<file path="config.mk">
export PLATFORM = sky130hd
export DESIGN_NAME = way_alloc_ctrl
export DESIGN_NICKNAME = d
export VERILOG_FILES = /design/src/rtl/way_alloc_ctrl.sv
export SDC_FILE = /design/constraint.sdc
export NUM_CORES = 1
export LEC_CHECK = 0
export CAP_MARGIN = 25
export CORE_ASPECT_RATIO = 1.1
export CORE_MARGIN = 2
export CORE_UTILIZATION = 46
export DETAILED_ROUTE_END_ITERATION = 12
export GPL_TIMING_DRIVEN = 0
export HOLD_SLACK_MARGIN = 0.06
export PLACE_DENSITY = 0.81
export REMOVE_ABC_BUFFERS = 1
export SLEW_MARGIN = 20
export SYNTH_ARGS = -nofsm -noshare
export SYNTH_HDL_FRONTEND = slang
export SYNTH_SLANG_ARGS = --single-unit
</file>
<file path="constraint.sdc">
create_clock -name clk -period 3 [get_ports clk]
set_clock_uncertainty 0.2 [all_clocks]
set_input_delay 0.9 -clock clk [delete_from_list [all_inputs] [get_ports clk]]
set_output_delay 0.9 -clock clk [all_outputs]
set_load 0.005 [all_outputs]
</file>
<file path="src/rtl/way_alloc_ctrl.sv">
// Way allocation controller: acknowledges hits, picks a refill way on misses
// (first invalid way, else PLRU victim), runs the refill handshake and reports completion.
// Optional fill timeout abort is compiled in with `define WAY_ALLOC_TIMEOUT_EN.
module way_alloc_ctrl #(
  parameter int unsigned FILL_TIMEOUT = 255
) (
  input  logic       clk,
  input  logic       rst_n,
  input  logic       lk_valid,
  output logic       lk_ready,
  input  logic       lk_hit,
  input  logic [1:0] lk_hit_way,
  input  logic [3:0] lk_way_valid,
  output logic       lru_upd_valid,
  output logic [1:0] lru_upd_way,
  output logic       lru_vic_req,
  input  logic [1:0] lru_vic_way,
  output logic       fill_req,
  output logic [1:0] fill_way,
  input  logic       fill_ack,
  input  logic       fill_done,
  output logic       done_valid,
  output logic [1:0] done_way,
  output logic       done_hit,
  output logic       done_err,
  output logic       busy
);

  typedef enum logic [2:0] {
    IDLE      = 3'd0,
    HIT       = 3'd1,
    SEL       = 3'd2,
    FILL_REQ  = 3'd3,
    FILL_WAIT = 3'd4,
    COMMIT    = 3'd5
  } state_t;

  state_t     state_q;
  logic [3:0] way_valid_q;
  logic [1:0] fill_way_q;
  logic [1:0] fill_way_d;
  logic       lk_ready_q;
  logic       busy_q;
  logic       upd_valid_q;
  logic [1:0] upd_way_q;
  logic       vic_req_q;
  logic       fill_req_q;
  logic       done_valid_q;
  logic [1:0] done_way_q;
  logic       done_hit_q;

`ifdef WAY_ALLOC_TIMEOUT_EN
  localparam logic [7:0] TMO_LAST = 8'(FILL_TIMEOUT - 1);
  logic       done_err_q;
  logic [7:0] tmo_cnt_q;
  assign done_err = done_err_q;
`else
  assign done_err = 1'b0;
`endif

  assign lk_ready      = lk_ready_q;
  assign busy          = busy_q;
  assign lru_upd_valid = upd_valid_q;
  assign lru_upd_way   = upd_way_q;
  assign lru_vic_req   = vic_req_q;
  assign fill_req      = fill_req_q;
  assign fill_way      = fill_way_q;
  assign done_valid    = done_valid_q;
  assign done_way      = done_way_q;
  assign done_hit      = done_hit_q;

  // Refill way: lowest-index invalid way, PLRU victim only when the set is full.
  always_comb begin
    logic [1:0] first_inv;
    first_inv = 2'd0;
    for (int i = 3; i >= 0; i--) begin
      if (!way_valid_q[i]) first_inv = 2'(i);
    end
    fill_way_d = (&way_valid_q) ? lru_vic_way : first_inv;
  end

  always_ff @(posedge clk or negedge rst_n) begin
    if (!rst_n) begin
      state_q      <= IDLE;
      way_valid_q  <= 4'd0;
      fill_way_q   <= 2'd0;
      lk_ready_q   <= 1'b1;
      busy_q       <= 1'b0;
      upd_valid_q  <= 1'b0;
      upd_way_q    <= 2'd0;
      vic_req_q    <= 1'b0;
      fill_req_q   <= 1'b0;
      done_valid_q <= 1'b0;
      done_way_q   <= 2'd0;
      done_hit_q   <= 1'b0;
`ifdef WAY_ALLOC_TIMEOUT_EN
      done_err_q   <= 1'b0;
      tmo_cnt_q    <= 8'd0;
`endif
    end else begin
      // Strobes default low so every pulse lasts exactly one cycle.
      upd_valid_q  <= 1'b0;
      upd_way_q    <= 2'd0;
      vic_req_q    <= 1'b0;
      done_valid_q <= 1'b0;
      done_way_q   <= 2'd0;
      done_hit_q   <= 1'b0;
`ifdef WAY_ALLOC_TIMEOUT_EN
      done_err_q   <= 1'b0;
`endif
      case (state_q)
        IDLE: begin
          if (lk_valid && lk_ready_q) begin
            way_valid_q <= lk_way_valid;
            lk_ready_q  <= 1'b0;
            busy_q      <= 1'b1;
            if (lk_hit) begin
              state_q      <= HIT;
              upd_valid_q  <= 1'b1;
              upd_way_q    <= lk_hit_way;
              done_valid_q <= 1'b1;
              done_way_q   <= lk_hit_way;
              done_hit_q   <= 1'b1;
            end else begin
              state_q   <= SEL;
              vic_req_q <= &lk_way_valid;
            end
          end
        end
        HIT: begin
          state_q    <= IDLE;
          lk_ready_q <= 1'b1;
          busy_q     <= 1'b0;
        end
        SEL: begin
          state_q    <= FILL_REQ;
          fill_way_q <= fill_way_d;
          fill_req_q <= 1'b1;
        end
        FILL_REQ: begin
          // A fill_done without fill_ack is stale and deliberately dropped.
          if (fill_ack) begin
            fill_req_q <= 1'b0;
            if (fill_done) begin
              state_q      <= COMMIT;
              upd_valid_q  <= 1'b1;
              upd_way_q    <= fill_way_q;
              done_valid_q <= 1'b1;
              done_way_q   <= fill_way_q;
            end else begin
              state_q <= FILL_WAIT;
`ifdef WAY_ALLOC_TIMEOUT_EN
              tmo_cnt_q <= 8'd0;
`endif
            end
          end
        end
        FILL_WAIT: begin
          if (fill_done) begin
            state_q      <= COMMIT;
            upd_valid_q  <= 1'b1;
            upd_way_q    <= fill_way_q;
            done_valid_q <= 1'b1;
            done_way_q   <= fill_way_q;
`ifdef WAY_ALLOC_TIMEOUT_EN
          end else if (tmo_cnt_q == TMO_LAST) begin
            state_q      <= IDLE;
            lk_ready_q   <= 1'b1;
            busy_q       <= 1'b0;
            done_valid_q <= 1'b1;
            done_way_q   <= fill_way_q;
            done_err_q   <= 1'b1;
          end else begin
            tmo_cnt_q <= tmo_cnt_q + 8'd1;
`endif
          end
        end
        COMMIT: begin
          state_q    <= IDLE;
          lk_ready_q <= 1'b1;
          busy_q     <= 1'b0;
        end
        default: begin
          state_q    <= IDLE;
          lk_ready_q <= 1'b1;
          busy_q     <= 1'b0;
          fill_req_q <= 1'b0;
        end
      endcase
    end
  end

endmodule

</file>
* Yosys cells after proc, flatten, opt, wreduce, memory -nomap -nowiden
Cells that the tools add are included.
** Word-level totals
- Word-level logic and storage cells :: 61
- Bits in registers :: 17
** Cells by class
- Multiplexer cells :: 31
- Eq/ne operators :: 8
- Reduce and logical (&&, ||, !) cells :: 10
- Bitwise gates (word level) :: 2
** Operators by type and width (number)
- 2-to-1 mux 2 bit :: 10
- 2-to-1 mux 1 bit :: 12
- one-hot mux 3 bit (4 select lines) :: 1
- 2-to-1 mux 3 bit :: 3
- AND reduction 4 bit :: 2
- == test 3 x 2 -> 1 bit, second input constant :: 2
- == test 3 bit, second input constant :: 2
- inequality test 2 bit, second input constant :: 3
- one-hot mux 1 bit (3 select lines) :: 2
- one-hot mux 2 bit (3 select lines) :: 1
- AND reduction 2 bit :: 3
- one-hot mux 1 bit (2 select lines) :: 2
- OR reduction 4 bit :: 1
- == test 3 x 1 -> 1 bit, second input constant :: 1
- zero test 3 bit :: 1
- AND reduction 3 bit :: 1
- OR reduction 3 bit :: 1
- inverter 1 bit :: 2
- logical AND 1 bit :: 1

* Depth between registers and ports, before layout
Gate-level depths: netlist (run 1).
- Depth after elaboration :: 5
- Gate-level depth with buffers :: 4
- Gate-level depth less buffers :: 3

* Least setup slack after synthesis (run 1)
No wires, ideal clock.
- Path type :: input port to flip-flop
- Start :: input port lk_valid
- End :: register way_valid_q[0]
- Path buffers :: 1
- Arrival :: 1.779 ns
- Library setup time :: 0.125 ns
- Required time :: 2.675 ns
- Slack :: 0.896 ns
- Stages on the path :: 4
- Cell sequence :: nand2_1 or4_1 buf_6 mux2_4
** Between the ends
- Cells in the longest elaborated chain, start to end :: 2
** RTL lines
- start: declaration :: line 9 : input logic lk_valid,
- logical AND 1 bit :: line 113 : if (lk_valid && lk_ready_q) begin
- AND reduction 2 bit (no source line)
- end signal: assignment :: line 114 : way_valid_q <= lk_way_valid;
- end: declaration :: line 39 : logic [3:0] way_valid_q;
Every way passes these cells.
A chain may end at the register's enable or synchronous reset.

* Worst setup path in the final report (run 1)
- Start :: register lk_ready_q (netlist: lk_ready)
- End :: output port lk_ready
** RTL lines
- start: declaration :: line 42 : logic lk_ready_q;
- start signal: assignment :: line 87 : lk_ready_q <= 1'b1;
- start signal: assignment :: line 115 : lk_ready_q <= 1'b0;
- start signal: assignment :: line 132 : lk_ready_q <= 1'b1;
- end: declaration :: line 10 : output logic lk_ready,
No word-level cell between the ends.

==> run_results.csv, run 1 <==
group,metric,value,unit
outcome,status,"completed",
cts,h-tree-depth,1,
cts,cts.clk_slew.worst_paths,90,ps
pwr,p_sw_share,33.9,%
timing,slew_violations,0,
routing,ant_nets,0,
synthesis,synth_area,805,um2
cts,post_cts_buffers,0,
pwr,power.switching,0.311,mW
cts,clock-sinks,17,
cts,clock_latency,290,ps
routing,route.detailed.drc,0,
cts,cts_resized,0,
floorplan,die_y,47.9,um
run,drv_cap,0,
pwr,clkPwrFrac,13.1,%
cts,cts_tree,"yes",
min_path,hold_path_class,"reg -> reg",
finish,nFillCells,137,
worst_setup_path,crit_buf_inv,1,
pwr,p_leak,0.470,nW
finish,area_delta_synth_final,32.2,%
timing,max_slew_margin,50.8,%
placed_design,pre_cts_slack,242,ps
cts,numCtsBuffers,3,
worst_setup_path,ff2ff_setup_slack,1100,ps
timing,tns,0,ps
floorplan,pin_count,28,
global_route,antenna_found_initial,0,
cts,cts_buffer_depth,2,
finish,regArea,427,um2
synthesis,ys_seq_area_share,53.0,%
pwr,power,0.918,mW
floorplan,dieArea,2100,um2
placed_design,place_congestion,0.802,
routing,wl_per_cell,13.9,um
finish,drive_above_1_share,9.47,%
floorplan,core_area,1610,um2
global_route,grt_start_max_net_pins,18,
finish,mostFrequentLayoutCells,"26 x clkdlybuf4s50_1, 16 x dfrtp_1, 8 x nand2_1",
routing,routed_wl,1550,um
cts,root_buffer,"clkbuf_4",
finish,stdcell_area,1060,um2
floorplan,die_x,43.9,um
pwr,powerDensity,864,nW/um2
pwr,ir_worst_vdd,0.478,mV
global_route,grt_pass1_wl,2500,um
routing,num_vias,626,
timing,setup_ws,521,ps
routing,first_pass_iters,4,
worst_setup_path,cp_slowest_cell,"dfstp_2",
finish,nets,110,
floorplan,initial_core_util,49.8,%
routing,drt-vias-per-instance,5.59,
placed_design,place_inst,108,
global_route,overflow,0,
pwr,p_seq_share,47.4,%
global_route,grt.total_usage,16.9,%
timing,rsz0062_at_grt,"no",
routing,drt-initial-drc-count,6,
synthesis,synth_top_area_cell,"dfrtp_1",
pwr,p_int,0.607,mW
timing,timing.fmax,0.403,GHz
worst_setup_path,cp-end-kind,"output port",
worst_setup_path,crit_fanout,7,
floorplan,num_rows,15,
placed_design,portBuffers,26,
timing,worst_pin_slew,735,ps
worst_setup_path,worstPathCellList,"clkdlybuf4s50_1",
worst_setup_path,cp.required,1900,ps
timing,min_period,2480,ps
finish,multi_input_area,314,um2
timing,setup_violations,0,
synthesis,synth_area_leaders,"dfrtp_1 50%, mux2_4 7.5%, a32o_1 5.0%, buf_4 3.7%, nand2_1 3.7%",
synthesis,yosysWarnings,0,
placed_design,dpl_cell_area,1040,um2
timing,finalHoldViolCount,0,
timing,finalCritPeriodShare,82.6,%
synthesis,yosysTopAreaCellShare,49.8,%
synthesis,syn-instance-count,72,
pwr,p_comb_share,39.6,%
finish,mostFrequentLayoutCell,"clkdlybuf4s50_1",
global_route,grt_pass1_vias,575,
synthesis,avgSynthCellArea,11.2,um2
finish,fin_cells,112,
worst_setup_path,cp-start-kind,"register",
placed_design,hpwl,1150,um
cts,hold_buffers,0,
worst_setup_path,path_class,"reg -> out",
worst_setup_path,critPathTopFamily,"flip-flops",
synthesis,synth_cell_types,32,
worst_setup_path,cp_data_arrival_time,1380,ps
finish,diodes,0,
synthesis,ys_seq_elements,17,
worst_setup_path,max_stage_delay,580,ps
## sequential cells by signal, summed over array words and instances (netlist names), 2 cells and up
| signal | flops |
|---|---|
| way_valid_q | 4 |
| state_q | 3 |
| done_way | 2 |
| fill_way | 2 |
## through the flow
| step | hold slack, ps | utilization, % |
|---|---|---|
| after global routing | 375 | 65.9 |
| final | 320 | 65.9 |
| after detailed placement | 311 | 64.3 |
| after floorplan | 291 | - |
| after global placement | 298 | 64.3 |
| after CTS | 333 | 65.9 |
## per-layer routing
layer  wire, um  GRT usage [%]  part of all wire [%]  vias up
met5          0              0                     0        -
met4         44           12.7                   2.8        0
met3        115           3.02                   7.4        5
met2        700           26.2                    45       26
met1        692           21.5                    45      290
li1           -              -                     -      305
## final cells by class
class | instances | area share, %
flip-flops and latches | 17 | 40.1
multi-input cells | 44 | 29.5
repair buffers | 26 | 24.5
clock buffers | 4 | 2.47
well taps | 17 | 2.00
inverters | 4 | 1.41
## worst paths after layout
check,from,to,cells after the start
max in group asynchronous,rst_n,busy,1
max reg2reg,state_q[2],way_valid_q[3],2
min in group asynchronous,rst_n,done_way[1],1
min,fill_way[0],fill_way[0],2
max,lk_ready,lk_ready,1
min reg2reg,fill_way[0],fill_way[0],2
## worst min-delay path, stage by stage, from the launching register on
cell and delay [ps]:
dfrtp_1 380, nand2_1 60, o31ai_1 50
## logic make-up (layout without fill, tap and decap cells)
family                 count (synthesis)  after routing  share of synthesized area (%)
and+or+nand+nor                       20             20                           13.2
AOI/OAI and AO/OA                     19             19                           17.9
DFF                                   17             17                           53.0
buffers and inverters                 11             34                           7.93
muxes                                  4              4                           7.47
other                                  1              1                          0.466
## power by group through the flow
stage | Clock (mW) | Combinational [mW] | Sequential, mW
floorplan | 0 | 0.215 | 0.416
global placement | 0 | 0.356 | 0.429
detailed placement | 0 | 0.366 | 0.436
CTS | 0.125 | 0.368 | 0.433
global route | 0.132 | 0.407 | 0.452
finish | 0.120 | 0.363 | 0.435
## Yosys cell counts, drive strengths merged
cell     n
a21boi   1
a21o     1
a21oi    2
a221oi   1
a22oi    1
a32o     4
a32oi    1
and2b    1
and3b    1
buf      5
clkbuf   2
conb     1
dfrtp   16
dfstp    1
inv      4
mux2     4
nand2    8
nand2b   1
nand3    1
nand4    1
nor2     1
nor2b    1
nor3     2
nor4     1
o211ai   2
o21ai    3
o22ai    1
o31ai    1
o32a     1
or3b     1
or4      1
Power figures use the tool's default switching activity.
==> run 2, diff against run 1 <==
--- a/config.mk
+++ b/config.mk
@@ -8,11 +8,11 @@
 export CAP_MARGIN = 25
 export CORE_ASPECT_RATIO = 1.1
 export CORE_MARGIN = 2
-export CORE_UTILIZATION = 46
+export CORE_UTILIZATION = 43
 export DETAILED_ROUTE_END_ITERATION = 12
 export GPL_TIMING_DRIVEN = 0
 export HOLD_SLACK_MARGIN = 0.06
-export PLACE_DENSITY = 0.81
+export PLACE_DENSITY = 0.77
 export REMOVE_ABC_BUFFERS = 1
 export SLEW_MARGIN = 20
 export SYNTH_ARGS = -nofsm -noshare
==> constraint.sdc (replaced) <==
create_clock -name clk -period 2.5 [get_ports clk]
set_clock_uncertainty 0.2 [all_clocks]
set_input_delay 0.75 -clock clk [delete_from_list [all_inputs] [get_ports clk]]
set_output_delay 0.75 -clock clk [all_outputs]
set_load 0.005 [all_outputs]
==> run 2 against run 1 <==
Against the previous run: sequential share of layout area about the same; sequential power increased by 20%; register-to-register slack got worse by 510 ps; largest cell class unchanged; largest power group unchanged.
==> run_results.csv, run 2 (synthesis results as in run 1) <==
group,metric,value,unit
cts,numCtsBuffers,3,
worst_setup_path,ff2ff_setup_slack,590,ps
cts,cts_buffer_depth,2,
floorplan,initial_core_util,45.2,%
timing,timing.fmax,0.427,GHz
finish,mostFrequentLayoutCell,"clkdlybuf4s50_1",
routing,first_pass_iters,4,
global_route,grt_pass1_vias,622,
worst_setup_path,reg2regPathDepth,2,
finish,mostFrequentLayoutCells,"26 x clkdlybuf4s50_1, 16 x dfrtp_1, 8 x nand2_1",
finish,fin_cells,113,
worst_setup_path,reg2reg_to,"way_valid_q[3]",
min_path,hold_path_startpoint,"busy",
timing,max_slew_margin,49.5,%
timing,worst_pin_slew,755,ps
finish,diodes,0,
global_route,grt_pass1_wl,2780,um
global_route,overflow,0,
cts,cts_tree,"yes",
routing,drt-vias-per-instance,5.60,
placed_design,place_inst,109,
routing,route.detailed.drc,0,
finish,nets,110,
floorplan,pin_count,28,
timing,setup_violations,0,
worst_setup_path,cp-start-kind,"register",
cts,cts_resized,0,
finish,regMostFlops,"way_valid_q",
worst_setup_path,worstPathCellList,"clkdlybuf4s50_1",
global_route,grt.total_usage,16.7,%
worst_setup_path,cp_slowest_cell,"dfstp_2",
placed_design,place_congestion,0.709,
timing,min_period,2340,ps
min_path,whs_path_depth,2,
cts,cts.clk_slew.worst_paths,100,ps
placed_design,portBuffers,26,
worst_setup_path,cp-end-kind,"output port",
cts,hold_buffers,0,
worst_setup_path,cp.required,1550,ps
pwr,ir_worst_vdd,0.434,mV
finish,largest_reg_flops,4,
global_route,grtUsageMet2,25.7,%
pwr,powerDensity,1030,nW/um2
pwr,p_leak,0.470,nW
pwr,power,1.10,mW
finish,largest_registers,"way_valid_q: 4 flops, state_q: 3 flops",
worst_setup_path,crit_fanout,7,
floorplan,die_x,45.2,um
run,drv_cap,0,
worst_setup_path,critPathTopFamily,"flip-flops",
worst_setup_path,path_class,"reg -> out",
worst_setup_path,crit_buf_inv,1,
cts,clock-sinks,17,
cts,post_cts_buffers,0,
worst_setup_path,max_stage_delay,590,ps
routing,num_vias,633,
global_route,grt_start_max_net_pins,18,
routing,ant_nets,0,
cts,clock_latency,290,ps
cts,h-tree-depth,1,
floorplan,dieArea,2230,um2
routing,routed_wl,1570,um
finish,drive_above_1_share,9.47,%
floorplan,num_rows,16,
routing,drt-initial-drc-count,22,
global_route,busiest_layer,"met2",
floorplan,core_area,1780,um2
outcome,status,"completed",
finish,area_delta_synth_final,32.3,%
global_route,grtUsageMet1,21.3,%
global_route,antenna_found_initial,0,
min_path,hold_path_class,"reg -> reg",
worst_setup_path,cp_data_arrival_time,1390,ps
timing,finalHoldViolCount,0,
routing,wl_per_cell,13.9,um
min_path,whs_endpoint,"busy",
timing,finalCritPeriodShare,93.6,%
timing,rsz0062_at_grt,"no",
floorplan,die_y,49.4,um
global_route,use_met3,4.81,%
cts,root_buffer,"clkbuf_4",
worst_setup_path,timing.rr.start,"state_q[1]",
timing,slew_violations,0,
[run 2: worst max path at each step]
stage	endpoint	slack, ps	start	depth (start not counted)
floorplan	way_valid_q[0]	520	lk_valid	3
global placement	way_valid_q[3]	-110	lk_valid	4
detailed placement	way_valid_q[3]	-130	lk_valid	4
CTS	lk_ready	150	lk_ready	1
global route	lk_ready	90	lk_ready	1
finish	lk_ready	160	lk_ready	1
[run 2: routing by layer]
metal / vias to the layer above / wire length (um) / part of all wire [%]
met2: 26 / 738 / 47
met5: - / 0 / 0
li1: 305 / - / -
met3: 2 / 90 / 5.7
met1: 300 / 724 / 46
met4: 0 / 14 / 0.89
[run 2: report_power, final]
group	internal, mW	leakage, nW	switching (mW)
combinational	0.280	0.240	0.157
clock	0.0619	0.0150	0.0818
sequential	0.387	0.215	0.133
[run 2: layout make-up]
cell class / count / area, um2
Clock buffer: 4 / 26.3
Fill cell: 156 / 717
Inverter: 4 / 15.0
Multi-Input combinational cell: 44 / 314
Sequential cell: 17 / 427
Tap cell: 18 / 22.5
Timing Repair Buffer: 26 / 260
[run 2: stage by stage]
step / setup TNS, ps / util (%) / setup slack, ps / hold WS [ps] / instance area [um2]
detailed placement: -504 / 58.3 / -130 / 311 / 1040
CTS: 0 / 59.8 / 154 / 334 / 1060
floorplan: 0 / - / 518 / 254 / 756
global placement: -452 / 58.3 / -115 / 295 / 1040
finish: 0 / 59.8 / 160 / 325 / 1060
global route: 0 / 59.8 / 94.1 / 361 / 1060
==> run 3, diff against run 2 <==
--- a/config.mk
+++ b/config.mk
@@ -5,10 +5,12 @@
 export SDC_FILE = /design/constraint.sdc
 export NUM_CORES = 1
 export LEC_CHECK = 0
-export CAP_MARGIN = 25
+export CAP_MARGIN = 20
+export CELL_PAD_IN_SITES_DETAIL_PLACEMENT = 0
+export CELL_PAD_IN_SITES_GLOBAL_PLACEMENT = 1
 export CORE_ASPECT_RATIO = 1.1
 export CORE_MARGIN = 2
-export CORE_UTILIZATION = 43
+export CORE_UTILIZATION = 33
 export DETAILED_ROUTE_END_ITERATION = 12
 export GPL_TIMING_DRIVEN = 0
 export HOLD_SLACK_MARGIN = 0.06
==> constraint.sdc (replaced) <==
create_clock -name clk -period 2.4 [get_ports clk]
set_clock_uncertainty 0.2 [all_clocks]
set_input_delay 0.72 -clock clk [delete_from_list [all_inputs] [get_ports clk]]
set_output_delay 0.72 -clock clk [all_outputs]
set_load 0.005 [all_outputs]
==> run 3 against run 2 <==
Against the previous run: wire length is 1.0% higher; global-route usage down 3.8 points; count of clock-buffer cells in the layout is 1 lower; flip-flop and latch count did not move; via count rose by 2.1%; register-to-register slack got worse by 100 ps; final area grew 1.8%; clock power is 9.7% higher; largest cell class unchanged; worst hold slack improved by 1.4 ps; power increased by 5.0%; die area up 28%.
==> run_results.csv, run 3 (synthesis results as in run 1) <==
group,metric,value,unit
outcome,status,"completed",
cts,cts.clk_slew.worst_paths,110,ps
finish,mostFrequentLayoutCells,"26 x clkdlybuf4s50_1, 16 x dfrtp_1, 8 x nand2_1",
worst_setup_path,timing.rr.start,"state_q[2]",
worst_setup_path,max_stage_delay,600,ps
global_route,grt_pass1_vias,639,
floorplan,num_rows,18,
worst_setup_path,worstPathCellList,"clkdlybuf4s50_1",
worst_setup_path,reg2reg_to,"way_valid_q[3]",
finish,largest_registers,"way_valid_q: 4 flops, state_q: 3 flops",
routing,num_vias,646,
routing,drt-vias-per-instance,5.17,
timing,min_period,2320,ps
routing,route.detailed.drc,0,
finish,area_delta_synth_final,34.7,%
global_route,overflow,0,
finish,regMostFlops,"way_valid_q",
timing,finalCritPeriodShare,96.6,%
global_route,grt_pass1_wl,2790,um
placed_design,portBuffers,26,
pwr,ir_worst_vdd,0.439,mV
routing,drt-initial-drc-count,9,
finish,regArea,427,um2
placed_design,place_inst,121,
timing,slew_violations,0,
cts,hold_buffers,0,
timing,worst_hold_slack,326,ps
run,drv_cap,0,
worst_setup_path,path_class,"reg -> out",
global_route,grt_start_max_net_pins,18,
placed_design,place_congestion,0.722,
min_path,whs_endpoint,"fill_way[0]",
routing,wl_per_cell,12.7,um
cts,clock_latency,290,ps
timing,timing.fmax,0.431,GHz
worst_setup_path,critPathTopFamily,"flip-flops",
min_path,hold_path_startpoint,"fill_way[0]",
timing,finalHoldViolCount,0,
finish,fin_util,47.6,%
cts,clock-sinks,17,
cts,cts_resized,0,
pwr,p_int,0.758,mW
cts,h-tree-depth,1,
timing,worst_pin_slew,737,ps
timing,rsz0062_at_grt,"no",
routing,routed_wl,1580,um
floorplan,initial_core_util,35.4,%
timing,setup_ws,80.7,ps
placed_design,hpwl,1150,um
floorplan,dieArea,2850,um2
worst_setup_path,cp_data_arrival_time,1400,ps
min_path,hold_path_class,"reg -> reg",
worst_setup_path,crit_fanout,7,
finish,multi_input_area,314,um2
floorplan,die_y,55.8,um
placed_design,pre_cts_slack,-189,ps
cts,numCtsBuffers,3,
finish,largest_reg_flops,4,
finish,diodes,0,
pwr,p_leak,0.469,nW
finish,fin_cells,125,
cts,root_buffer,"clkbuf_4",
pwr,power.switching,0.397,mW
cts,cts_tree,"yes",
floorplan,pin_count,28,
timing,max_slew_margin,50.7,%
placed_design,dpl_cell_area,1050,um2
worst_setup_path,cp-end-kind,"output port",
finish,nets,110,
worst_setup_path,startpoint,"lk_ready",
worst_setup_path,reg2regPathDepth,2,
floorplan,die_x,51.1,um
min_path,whs_path_depth,2,
pwr,p_sw_share,34.4,%
worst_setup_path,ff2ff_setup_slack,490,ps
routing,ant_nets,0,
floorplan,core_area,2270,um2
worst_setup_path,cp.required,1480,ps
finish,mostFrequentLayoutCell,"clkdlybuf4s50_1",
pwr,powerDensity,1070,nW/um2
pwr,p_seq_share,47.0,%
finish,drive_above_1_share,10.5,%
timing,setup_violations,0,
cts,post_cts_buffers,0,
cts,cts_buffer_depth,2,
worst_setup_path,cp_slowest_cell,"dfstp_2",
global_route,antenna_found_initial,0,
finish,stdcell_area,1080,um2
pwr,clkPwrFrac,13.7,%
worst_setup_path,cp-start-kind,"register",
worst_setup_path,crit_buf_inv,1,
global_route,grt.total_usage,12.9,%
finish,nFillCells,228,
pwr,p_comb_share,39.3,%
routing,first_pass_iters,4,
==> run 3: cell types whose count changed in the layout (fill, tap and decap cells not counted), sizes merged <==
cell	delta
clkbuf	-1
clkinvlp	+1
==> run 3: how the worst max path moves through the flow <==
stage / cells past startpoint / endpoint / slack, ps
after global placement: 4 / way_valid_q[3] / -190
after floorplan: 3 / way_valid_q[0] / 450
final: 1 / lk_ready / 80
after detailed placement: 4 / way_valid_q[3] / -190
after global routing: 1 / lk_ready / 30
after CTS: 1 / lk_ready / 70
==> run 3: power by group through the flow <==
stage | Combinational (mW) | Sequential (mW) | Clock [mW]
floorplan | 0.268 | 0.520 | 0
global placement | 0.447 | 0.542 | 0
detailed placement | 0.453 | 0.546 | 0
CTS | 0.459 | 0.542 | 0.166
finish | 0.454 | 0.543 | 0.158
global route | 0.504 | 0.563 | 0.177
==> run 3: routing by layer <==
layer / track usage (%) / up-vias / routed length [um]
met1: 15.4 / 310 / 691
met5: 0 / - / 0
met3: 1.88 / 5 / 93
met2: 21.3 / 25 / 753
li1: - / 306 / -
met4: 8.11 / 0 / 44
==> run 3: cell type report <==
type,count,share of cell area [%]
repair buffers,26,24.0
clock buffers,3,2.08
clock inverters,1,0.693
inverters,4,1.39
multi-input cells,44,29.0
flip-flops and latches,17,39.4
well taps,30,3.46
==> run 3: worst reg2reg max path, delay by kind of cell, from the launching register on <==
family / cells / cell delay [ps]
mux: 1 / 350
simple gates: 1 / 730
flops: 1 / 530
==> run 3: metrics by stage <==
stage          total power, mW  setup TNS (ps)
6_report                  1.16               0
5_1_grt                   1.24               0
4_1_cts                   1.17               0
3_5_place_dp             0.999            -767
3_3_place_gp             0.989            -769
2_1_floorplan            0.788               0
